$ cat src/rtl/acc_shift_reg.sv
`default_nettype none
// ============================================================================
// Module   : acc_shift_reg
// Brief    : Multi-mode accumulator register (load/shift/rotate/inc/dec)
//            with true/complement outputs, carry and zero flags.
// Revision : 1.0 - initial release
// ============================================================================
module acc_shift_reg #(
    parameter int               WIDTH   = 8,
    parameter logic [WIDTH-1:0] CLR_VAL = {WIDTH{1'b0}},
    parameter logic [WIDTH-1:0] SET_VAL = {WIDTH{1'b1}}
) (
    input  logic             clk,
    input  logic             clr,
    input  logic             set,
    input  logic             en,
    input  logic [2:0]       mode,
    input  logic [WIDTH-1:0] d,
    input  logic             ser_in,
    output logic [WIDTH-1:0] q,
    output logic [WIDTH-1:0] q_cmp,
    output logic             carry,
    output logic             zero
);

    localparam logic [2:0] c_MODE_HOLD = 3'b000;
    localparam logic [2:0] c_MODE_LOAD = 3'b001;
    localparam logic [2:0] c_MODE_SHL  = 3'b010;
    localparam logic [2:0] c_MODE_SHR  = 3'b011;
    localparam logic [2:0] c_MODE_ROL  = 3'b100;
    localparam logic [2:0] c_MODE_ROR  = 3'b101;
    localparam logic [2:0] c_MODE_INC  = 3'b110;
    localparam logic [2:0] c_MODE_DEC  = 3'b111;

    logic [WIDTH-1:0] r_q;
    logic             r_carry;
    logic [WIDTH-1:0] w_q_nxt;
    logic             w_carry_nxt;
    logic [WIDTH:0]   w_inc;
    logic [WIDTH:0]   w_dec;

    // One extra bit on each side: its MSB is the carry-out (inc) or borrow (dec).
    assign w_inc = {1'b0, r_q} + (WIDTH+1)'(1);
    assign w_dec = {1'b0, r_q} - (WIDTH+1)'(1);

    always_comb begin
        w_q_nxt     = r_q;
        w_carry_nxt = r_carry;
        if (en) begin
            case (mode)
                c_MODE_HOLD: begin
                    w_q_nxt     = r_q;
                    w_carry_nxt = r_carry;
                end
                c_MODE_LOAD: w_q_nxt = d;
                c_MODE_SHL: begin
                    w_q_nxt     = {r_q[WIDTH-2:0], ser_in};
                    w_carry_nxt = r_q[WIDTH-1];
                end
                c_MODE_SHR: begin
                    w_q_nxt     = {ser_in, r_q[WIDTH-1:1]};
                    w_carry_nxt = r_q[0];
                end
                c_MODE_ROL: begin
                    w_q_nxt     = {r_q[WIDTH-2:0], r_q[WIDTH-1]};
                    w_carry_nxt = r_q[WIDTH-1];
                end
                c_MODE_ROR: begin
                    w_q_nxt     = {r_q[0], r_q[WIDTH-1:1]};
                    w_carry_nxt = r_q[0];
                end
                c_MODE_INC: begin
                    w_q_nxt     = w_inc[WIDTH-1:0];
                    w_carry_nxt = w_inc[WIDTH];
                end
                c_MODE_DEC: begin
                    w_q_nxt     = w_dec[WIDTH-1:0];
                    w_carry_nxt = w_dec[WIDTH];
                end
                default: begin
                    w_q_nxt     = r_q;
                    w_carry_nxt = r_carry;
                end
            endcase
        end
    end

    // clr outranks set; both outrank any operation in flight.
    always_ff @(posedge clk) begin
        if (!clr) begin
            r_q     <= CLR_VAL;
            r_carry <= 1'b0;
        end else if (!set) begin
            r_q     <= SET_VAL;
            r_carry <= 1'b0;
        end else begin
            r_q     <= w_q_nxt;
            r_carry <= w_carry_nxt;
        end
    end

    assign q     = r_q;
    assign q_cmp = ~r_q;
    assign carry = r_carry;
    assign zero  = (r_q == {WIDTH{1'b0}});

endmodule
`default_nettype wire

$ cat config.mk
export PLATFORM = sky130hd
export DESIGN_NAME = acc_shift_reg
export DESIGN_NICKNAME = d
export VERILOG_FILES = /design/src/rtl/acc_shift_reg.sv
export SDC_FILE = /design/constraint.sdc
export NUM_CORES = 1
export LEC_CHECK = 0
export CAP_MARGIN = 40
export CORE_MARGIN = 2
export CORE_UTILIZATION = 35
export CTS_CLUSTER_SIZE = 8
export DETAILED_ROUTE_END_ITERATION = 6
export GPL_TIMING_DRIVEN = 0
export PLACE_DENSITY = 0.73
export SETUP_SLACK_MARGIN = 0.15
export SLEW_MARGIN = 20
export SYNTH_ARGS = -nofsm -noshare
export SYNTH_HDL_FRONTEND = slang
export SYNTH_SLANG_ARGS = --single-unit
$ cat constraint.sdc
create_clock -name clk -period 4.6 [get_ports clk]
set_input_delay 0.92 -clock clk [delete_from_list [all_inputs] [get_ports clk]]
set_output_delay 0.92 -clock clk [all_outputs]
set_load 0.005 [all_outputs]
==> results of run 1 <==
path summary, 6_finish.rpt:
check / start / slack (ns) / to / cells past startpoint
worst max-delay path: q[0] / 1.64 / zero / 6
worst min-delay path: carry / 0.51 / carry / 2
worst max register to register: q[0] / 2.83 / q[4] / 8
worst min register to register: carry / 0.51 / carry / 2
layer usage:
| metal | vias to the layer above | GRT usage (%) |
|---|---|---|
| li1 | 629 | - |
| met1 | 586 | 27.1 |
| met2 | 71 | 32.1 |
| met3 | 14 | 4.90 |
| met4 | 0 | 9.94 |
| met5 | - | 0 |
layout make-up:
class / instances / area share, %
sequential: 9 / 11.9
clock buffer: 4 / 1.73
timing repair buffer: 32 / 21.1
tap: 44 / 3.62
buffer: 13 / 7.57
multi-input combinational: 117 / 51.4
inverter: 11 / 2.72
synth_stat cells, drive strengths merged, types with 5 or more instances:
master,n
buf,12
a21oi,13
o21ai,15
nor3,5
inv,11
nand3,8
dfxtp,9
a31oi,5
nor2,11
nand2,10
a211oi,5
worst max-delay path, delay by kind of cell, from the launching register on:
| kind | cells | cell delay (ns) |
|---|---|---|
| flip-flops | 1 | 0.33 |
| AND/OR/NAND/NOR | 2 | 0.33 |
| adder cells (fa/ha/maj) | 1 | 0.28 |
| buffers and inverters | 3 | 0.83 |
through the flow:
stage                     worst slack (ns)  hold WS (ns)  area [um2]
after floorplan                       2.53         0.499        1120
after global placement                1.91         0.502        1490
after detailed placement              1.90         0.504        1490
after CTS                             1.67         0.513        1520
after global routing                  1.55         0.538        1520
final                                 1.64         0.515        1520
power breakdown:
part | total, mW | internal (mW) | leakage (nW) | switching, mW
clock | 0.0679 | 0.0337 | 0.0150 | 0.0342
combinational | 0.148 | 0.0771 | 0.505 | 0.0712
sequential | 0.0970 | 0.0853 | 0.0753 | 0.0117
total | 0.313 | 0.196 | 0.595 | 0.117
registers in the layout, summed over array words and instances, names as in the netlist:
name	flops
q	8
carry	1
cell usage in the layout, fill, tap and decap left out, drive strengths merged, types with 8 or more instances in the layout:
cell           instances
a21oi                 13
buf                   12
clkdlybuf4s50         32
dfxtp                  9
inv                   11
nand2                 10
nand3                  8
nor2                  11
o21ai                 15
cell families after synthesis:
family	count (synthesis)	synth area share (%)
compound gates	55	32.1
xor+xnor	5	3.91
mux	6	6.93
simple gates	49	24.7
buf+inv	24	14.0
flops	9	16.1
fa+ha+maj	2	2.24
==> summary.md, run 1 <==
| Metric | Value |
|---|---|
| Status | `complete, no violations` |
| Via count | `1,300` |
| Initial antenna violation count | `0` |
| Final Skew | `0.00832 ns` |
| Hold Violations, Final | `0` |
| Period minus WS final | `2.96 ns` |
| Synth cell types | `45` |
| Drt total wl | `3.42 mm` |
| Area of the die | `0.00366 mm2` |
| TritonCTS clock tree | `built` |
| Total global routing overflow | `0` |
| Drt wl/cell | `14.9 um` |
| Routability Congestion | `0.898` |
| Mapped Cells | `150` |
| DRT Pass-1 Iters | `4` |
| Clock slew at reported path FFs | `0.07 ns` |
| Cell Pwr Density | `206 mW/mm2` |
| Peak Freq | `338 MHz` |
| Setup Fix Bufs, Post-CTS | `0` |
| Worst-path fanout max | `10` |
| Met1 wire length | `1.49 mm` |
| Layout cells sized above 1 | `13.4%` |
| H-tree depth | `1` |
| Crit path DAT | `2.04 ns` |
| Top sig layer | `met4` |
| Core box area | `0.00305 mm2` |
| Post-synth top area share | `16.1%` |
| Crit path kind | `flip-flop to primary output` |
| Min-Delay Path Class | `flip-flop to flip-flop` |
| Sum of negative setup slack | `0 ns` |
| Syn Area/Cell | `7.46 um2` |
| Cell Chain, Critical Path | `buf_6 > inv_1 > ha_1 > nand3_1 > nor3_2 > clkdlybuf4s50_1` |
| Vias in the first global route | `1,253` |
| Metal2 WL | `1.54 mm` |
| Post-layout util | `49.8%` |
| CP max stage delay | `0.53 ns` |
| Clk sink count | `9` |
| Clock Path Buffers | `2` |
| Synth-to-Final Area Change | `35.9%` |
| Cell accounting for the most synthesized area | `dfxtp_1` |
| Yosys reg bits | `9` |
| Dpl hpwl | `2.54 mm` |
| Chip height | `60.5 um` |
| Worst slew pin tran | `0.428 ns` |
| First DRT Iteration DRCs | `35` |
| Post-synth EDFFs | `0` |
| Diode count | `0` |
| Critical Path RT | `3.68 ns` |
| Clock root buffer master | `clkbuf_4` |
| Seq/Total Area, Yosys | `16.1%` |
| Area of the multi-input gates | `782 um2` |
| Final ANT Viol Nets | `0` |
| Inst Count DP | `226` |
| Total Power | `313 uW` |
| Non-Filler Instances | `230` |
| Met3 wire length | `284 um` |
| Reg area | `180 um2` |
| IO Pins | `34` |
| Fillers | `327` |
| Top cells by area, synth | `dfxtp_1 (16%), buf_6 (7.0%), a21oi_1 (5.8%)` |
| Total CTS buffers | `3` |
| Syn. warnings | `0` |
| PostCTS Resize Cnt | `0` |
| RSZ-0062 raised after global routing | `false` |
| CTS Hold Bufs | `0` |
| Clock Latency Late Sink | `0.28 ns` |
| Dominant synthesized flop cell | `dfxtp_1` |
| Largest net degree at the start of global routing | `11` |
| Maximum vdd drop | `0.107 mV` |
| Nets | `205` |
| I/O Buffers | `32` |
| Max-cap violations | `0` |
| Final setup violation count | `0` |
| Slew margin rel. | `71.4%` |
| Synth Net Count | `168` |
| Total GRT Usage | `20.7%` |
| First-pass GRT wire length | `5.67 mm` |
| Async SR Flop Fraction | `0%` |
| Worst Setup End Kind | `primary output` |
| Static Leak | `0.595 nW` |
| CP Launch Type | `flip-flop` |
| Vias per cell | `5.65` |
| Cell Rows | `20` |
| Initial core utilization | `36.6%` |
| Die W | `60.5 um` |
| Slew Viols, Final | `0` |
| DRC | `0` |
| CP max stage cell | `clkdlybuf4s50_1` |
| Fin crit share | `64.4%` |
| Post-Syn Area | `0.00112 mm2` |
Note: power is estimated with default switching activity, not from simulation.
==> inputs of run 2 (changes only) <==
==> constraint.sdc (replaced) <==
create_clock -name clk -period 2.87 [get_ports clk]
set_input_delay 0.574 -clock clk [delete_from_list [all_inputs] [get_ports clk]]
set_output_delay 0.574 -clock clk [all_outputs]
set_load 0.005 [all_outputs]
==> results of run 2 <==
Same layout as run 1 (identical final DEF). Status: complete, no violations.
Main changes from that run: setup slack after placement 1.90 ns -> 0.515 ns; setup slack after layout 1.64 ns -> 0.254 ns; register-to-register setup slack 2.83 ns -> 1.10 ns; total power 0.313 mW -> 0.502 mW; worst IR drop on VDD 0.107 mV -> 0.171 mV
==> inputs of run 3 (changes only) <==
--- a/config.mk
+++ b/config.mk
@@ -5,6 +5,7 @@
 export SDC_FILE = /design/constraint.sdc
 export NUM_CORES = 1
 export LEC_CHECK = 0
+export ABC_CLOCK_PERIOD_IN_PS = 2870
 export CAP_MARGIN = 40
 export CORE_MARGIN = 2
 export CORE_UTILIZATION = 35
==> results of run 3 <==
Same layout as run 1 (identical final DEF). Status: complete, no violations.
Main changes from that run: setup slack after placement 1.90 ns -> 0.515 ns; setup slack after layout 1.64 ns -> 0.254 ns; register-to-register setup slack 2.83 ns -> 1.10 ns; total power 0.313 mW -> 0.502 mW; worst IR drop on VDD 0.107 mV -> 0.171 mV
